--- src/rtl/param_reg_file.sv ---
// param_reg_file: masked-write register file with two combinational read ports, optional bypass and zero entry
module param_reg_file #(
  parameter int DATA_WIDTH = 8,
  parameter int NUM_REGS = 4,
  parameter bit BYPASS = 1'b1,
  parameter bit ZERO_REG = 1'b0,
  localparam int ADDR_WIDTH = $clog2(NUM_REGS)
) (
  input  logic                  clk,
  input  logic                  reset,
  input  logic                  clear,
  input  logic                  write_enable,
  input  logic [ADDR_WIDTH-1:0] write_addr,
  input  logic [DATA_WIDTH-1:0] write_data,
  input  logic [DATA_WIDTH-1:0] write_mask,
  input  logic [ADDR_WIDTH-1:0] read_addr_0,
  output logic [DATA_WIDTH-1:0] read_data_0,
  input  logic [ADDR_WIDTH-1:0] read_addr_1,
  output logic [DATA_WIDTH-1:0] read_data_1,
  output logic                  write_error
);
  localparam logic [ADDR_WIDTH:0] LIMIT = (ADDR_WIDTH+1)'(NUM_REGS);
  logic [DATA_WIDTH-1:0] r_mem [NUM_REGS];
  logic                  r_err;
  logic                  w_wa_ok, w_wr_ok, w_byp, w_ok0, w_ok1;
  logic [DATA_WIDTH-1:0] w_old, w_merged;
  assign w_wa_ok = {1'b0, write_addr} < LIMIT;
  assign w_wr_ok = write_enable && w_wa_ok && !(ZERO_REG && write_addr == '0);
  assign w_old = w_wa_ok ? r_mem[write_addr] : '0;
  assign w_merged = (w_old & ~write_mask) | (write_data & write_mask);
  assign w_byp = BYPASS && w_wr_ok && !reset && !clear;
  assign w_ok0 = {1'b0, read_addr_0} < LIMIT && !(ZERO_REG && read_addr_0 == '0);
  assign w_ok1 = {1'b0, read_addr_1} < LIMIT && !(ZERO_REG && read_addr_1 == '0);
  assign read_data_0 = !w_ok0 ? '0 : (w_byp && read_addr_0 == write_addr) ? w_merged : r_mem[read_addr_0];
  assign read_data_1 = !w_ok1 ? '0 : (w_byp && read_addr_1 == write_addr) ? w_merged : r_mem[read_addr_1];
  assign write_error = r_err;
  always_ff @(posedge clk) begin
    if (reset || clear) begin
      for (int i = 0; i < NUM_REGS; i++) r_mem[i] <= '0;
      r_err <= 1'b0;
    end else begin
      r_err <= write_enable && !w_wa_ok;
      if (w_wr_ok) r_mem[write_addr] <= w_merged;
    end
  end
endmodule

--- config.mk ---
export PLATFORM = sky130hd
export DESIGN_NAME = param_reg_file
export DESIGN_NICKNAME = d
export VERILOG_FILES = /design/src/rtl/param_reg_file.sv
export SDC_FILE = /design/constraint.sdc
export NUM_CORES = 1
export LEC_CHECK = 0
export BUFFER_PORTS_ARGS = -buffer_cell sky130_fd_sc_hd__clkbuf_2
export CAP_MARGIN = 15
export CORE_MARGIN = 3
export CORE_UTILIZATION = 30
export CTS_BUF_LIST = sky130_fd_sc_hd__clkbuf_16
export DETAILED_ROUTE_END_ITERATION = 6
export MAX_ROUTING_LAYER = met4
export PLACE_DENSITY = 0.51
export SLEW_MARGIN = 15
export SYNTH_ARGS = -nofsm -noshare
export SYNTH_HDL_FRONTEND = slang
export SYNTH_SLANG_ARGS = --single-unit
--- constraint.sdc ---
create_clock -name clk -period 1.65 [get_ports clk]
set_input_delay 0.165 -clock clk [delete_from_list [all_inputs] [get_ports clk]]
set_output_delay 0.165 -clock clk [all_outputs]
set_load 0.005 [all_outputs]
======== Word-level counts from Yosys, hierarchy flattened ========
Memories as Yosys holds them, arrays and structs flattened.
Index checks and enable logic that the tools add are counted.
word-level totals
  bits in registers ....................... 0
  bits in writable memories ............... 32
  bits of input ports ..................... 26
  output and inout bits ................... 17
  logic and storage cells ................. 25
  memories ................................ 1
memory list
  name   words  bits a word  rd ports  clocked after Yosys merged registers in  write ports  line  text
  r_mem  4      8            3         0                                        4            23    logic [DATA_WIDTH-1:0] r_mem [NUM_REGS];
operators by class
  equal/unequal tests ..................... 2
  muxes and demuxes ....................... 10
  bitwise operators ....................... 4
  reduce and logical (&&, ||, !) cells .... 8
operator list
  kind                 count
  8-bit two-way mux    3
  8-bit AND            2
  8-bit inverter       1
  8-bit bitwise OR     1
  8-bit OR reduction   1
  1-bit two-way mux    6
  2-bit equality test  2
  1-bit logical AND    4
  1-bit logical NOT    2
  2-bit two-way mux    1
  1-bit logical OR     1

======== Logic depth before layout (Yosys ltp) ========
  depth after elaboration ................. 5
  gate-level depth with buffers ........... 5
  mapped depth without buffers ............ 3

======== Least setup slack after synthesis ========
No wires, ideal clock.
  kind .................................... input to register
  start point ............................. in reset
  end point ............................... mem r_mem[1][0] (enable)
  library setup time ...................... 0.329 ns
  data arrival time ....................... 1.394 ns
  data required time ...................... 1.321 ns
  setup slack ............................. -0.073 ns
  stages on the path ...................... 5
  buffers on the path ..................... 2
  cells stage by stage .................... or3b_1 > buf_6 > or3b_1 > buf_2 > nand2_1
RTL lines
  what                line  text
  start: declaration  10    input logic reset,
  end: declaration    23

======== Worst setup path in the final report ========
  start point ............................. in reset
  end point ............................... out read_data_1[2]
between the ends
  longest elaborated chain between the ends .. 5
RTL lines
  what                            line  text
  1-bit logical NOT               31    assign w_byp = BYPASS && w_wr_ok && !reset && !clear;
  1-bit logical AND (2 in a row)  31
  1-bit logical AND               35    assign read_data_1 = !w_ok1 ? '0 : (w_byp && read_addr_1 == write_addr) ? w_merged : r_mem[read_addr_1];
  8-bit two-way mux               35
  end: declaration                19    output logic [DATA_WIDTH-1:0] read_data_1,
Every way passes these cells.

==> metrics.cfg <==
[yosys]
synth_area_leader_cell = edfxtp_1
yosysMostFrequentCell = edfxtp_1
synth_xor_xnor_area_share = 0.01498
syn_nets = 221
synth_top_family_by_area = multiplexers
synth_compound_area_frac = 0.1873
yosysSeqAreaShare = 0.4109
synth_fa_ha_area_frac = 0
muxShareOfSynthArea = 0.1937
yosys-top-cells-count = edfxtp_1, o31ai_1, nor3_1
syn_inst = 195
yosysWarnings = 0
synthArstFlopShare = 0
ys_seq_elements = 32
yosysTopAreaCellShare = 0.4109
avgSynthCellArea_um2 = 11.99
synthSimpleGateAreaFrac = 0.1380
synth_edf_count = 32
synth_flop_cell = edfxtp_1
syn_area_um2 = 2338
synthDistinctLibCells = 27
yosys-top-cells-area = edfxtp_1, mux4_2, o31ai_1, nor3_1, a2111oi_2

[layout]
reg_top3 = r_mem (32)
final_cells = 382
final_net_count = 309
layout-drive-gt1-share = 0.6042
largest_register_ff_count = 32
top_register = r_mem
syn2layout_area_growth_pct = 47.14
utilization = 0.4644
antenna_cells = 0
fin_area_um2 = 3441

[critical_path]
worstPathArrival_ps = 1630
regToRegStartpoint = r_mem[0][5]
critPathLaunchType = input port
path_cells = buf_6, or3b_4, or3_4, buf_6, o31ai_4, buf_2
timing.critical_path.mode_cell = buf_6
cp_slowest_stage_delay_ps = 410
reg2reg_depth = 6
end_kind = output pin
worstPathRequired_ps = 1480
path_max_fanout = 4
timing.reg2reg.setup_slack_ps = 90
crit_slowest_cell = or3b_4
worstReg2RegEnd = r_mem[3][5]
worstSetupPathType = input port to output pin

[place]
portBuffers = 41
gp_congestion = 0.8357
place_hpwl_um = 5302
placed_area_um2 = 2917
dp.cells = 362
pre_cts_ws_ps = -301.6

[grt]
track_usage = 0.1863
antenna_found_initial = 0
grt_max_degree = 28
grt_overflow = 0
grt_pass1_vias = 2149
grt_pass1_wl_um = 11830

[route]
ant_nets = 0
vias = 2081
drtIter0Drc = 140
dr.pass1.iters = 4
routed_via_density = 5.448
wl_per_cell_um = 20.25
drcViolationCount = 0
wirelength_um = 7734

[timing]
fmax_mhz = 556.9
clock_skew_ps = 4.854
fin_crit_ps = 1796
setup_ws_ps = -145.5
hold_viol = 0
rsz0062_at_grt = true
fin_crit_sh = 1.088
finalSetupViolations = 16
finalMaxSlewViolations = 0

[power_and_ir_drop]
p_clk_frac = 0.345
p_sw_uw = 713.0
p_sw_frac = 0.2823
ir_worst_vdd_mv = 0.5446
p_int_mw = 1.812
powerDensity_nw_per_um2 = 733.9
p_comb_frac = 0.265
p_leak_nw = 1.369
pwr-share-seq = 0.389
finalPower_mw = 2.525

[clocking]
cts_tree = built
clkSlewWorstSetupHoldPaths_ps = 50
clock-sinks = 32
cts_root_buf = clkbuf_16
cts_buffer_depth = 2
cts_made_buffers = 5
clock_latency_ps = 280
htreeDepth = 2
hold_buffers = 0

[hold_path]
min_path_cells = 3
worstHoldEndpoint = r_mem[0][7]
hold_start = write_data[7]
holdCritPathClass = input port to flip-flop

[run_status]
violations = setup timing
outcome = finished, violations left

[run]
drv_cap = 0

[floorplan]
dieHeight_um = 94.29
start_util = 0.3157
ioPinCount = 43
dieArea_um2 = 8891
die_x_um = 94.29
core_um2 = 7408
row_count = 31

placed cells by master (no fill, tap or decap), drive strengths merged:
| cell | synthesis | layout |
|---|---|---|
| a2111oi | 7 | 7 |
| a31o | 7 | 7 |
| buf | 14 | 64 |
| clkbuf | 4 | 40 |
| clkinv | 0 | 2 |
| conb | 1 | 1 |
| edfxtp | 32 | 32 |
| inv | 7 | 7 |
| mux2 | 2 | 2 |
| mux2i | 7 | 7 |
| mux4 | 16 | 16 |
| nand2 | 4 | 4 |
| nand2b | 1 | 1 |
| nand3 | 1 | 1 |
| nor2 | 9 | 9 |
| nor2b | 14 | 14 |
| nor3 | 23 | 23 |
| nor3b | 2 | 2 |
| o21ai | 1 | 1 |
| o31ai | 33 | 33 |
| or3 | 3 | 3 |
| or3b | 3 | 3 |
| xor2 | 4 | 4 |
per-stage QoR:
step / hold WS (ps) / setup TNS (ps)
after floorplan: 441.7 / 0
after global placement: 569.4 / -9284
after detailed placement: 580.0 / -11180
after CTS: 293.0 / -1274
after global routing: 348.7 / -2156
final: 286.9 / -1209
layout make-up:
cell class	count	area [µm²]
Inverter	7	26.28
Multi-Input combinational cell	138	1516
Tap cell	99	123.9
Timing Repair Buffer	99	680.7
Fill cell	687	3968
Sequential cell	32	960.9
Clock buffer	5	125.1
Clock inverter	2	7.507
metal layers:
layer / vias up / share of wire / track usage
li1: 963 / - / -
met1: 1037 / 0.43 / 0.2473
met2: 73 / 0.50 / 0.2920
met3: 8 / 0.069 / 0.03365
met4: 0 / 0.0096 / 0.05535
met5: - / 0 / -
what timing repair did:
item | 4_1_cts | 5_1_grt
resized for setup | 35 | 25
pin swaps | 6 | 4
setup buffers | 9 | 6
setup endpoints to repair | 16 | 22
power by group through the flow:
| stage | clock, mW | sequential, mW | combinational [mW] |
|---|---|---|---|
| floorplan | 0 | 0.982 | 0.306 |
| global placement | 0 | 0.993 | 0.550 |
| detailed placement | 0 | 0.995 | 0.548 |
| CTS | 0.887 | 0.981 | 0.622 |
| global route | 0.925 | 0.988 | 0.720 |
| finish | 0.872 | 0.983 | 0.670 |
worst max-delay path: cells and delay by family:
kind / cells / cell delay (ps)
buf+inv: 3 / 410
simple gates: 2 / 800
compound gates: 1 / 250
kinds of logic (layout without fill, tap and decap cells):
| family | after synthesis | in the layout |
|---|---|---|
| buffers and inverters | 25 | 113 |
| DFF | 32 | 32 |
| AOI/OAI and AO/OA | 48 | 48 |
| other | 1 | 1 |
| xor gates and xnor gates | 4 | 4 |
| and+or+nand+nor | 60 | 60 |
| muxes | 25 | 25 |
how the worst max path moves through the flow:
stage | startpoint | end | slack (ps) | cells after the start
floorplan | reset | r_mem[1][0] | 9 | 5
global placement | reset | read_data_1[3] | -270 | 6
detailed placement | reset | read_data_1[4] | -300 | 6
CTS | r_mem[1][7] | read_data_0[7] | -130 | 5
global route | reset | read_data_1[2] | -170 | 6
finish | reset | read_data_1[2] | -150 | 6
Note: power is estimated with default switching activity, not from simulation.
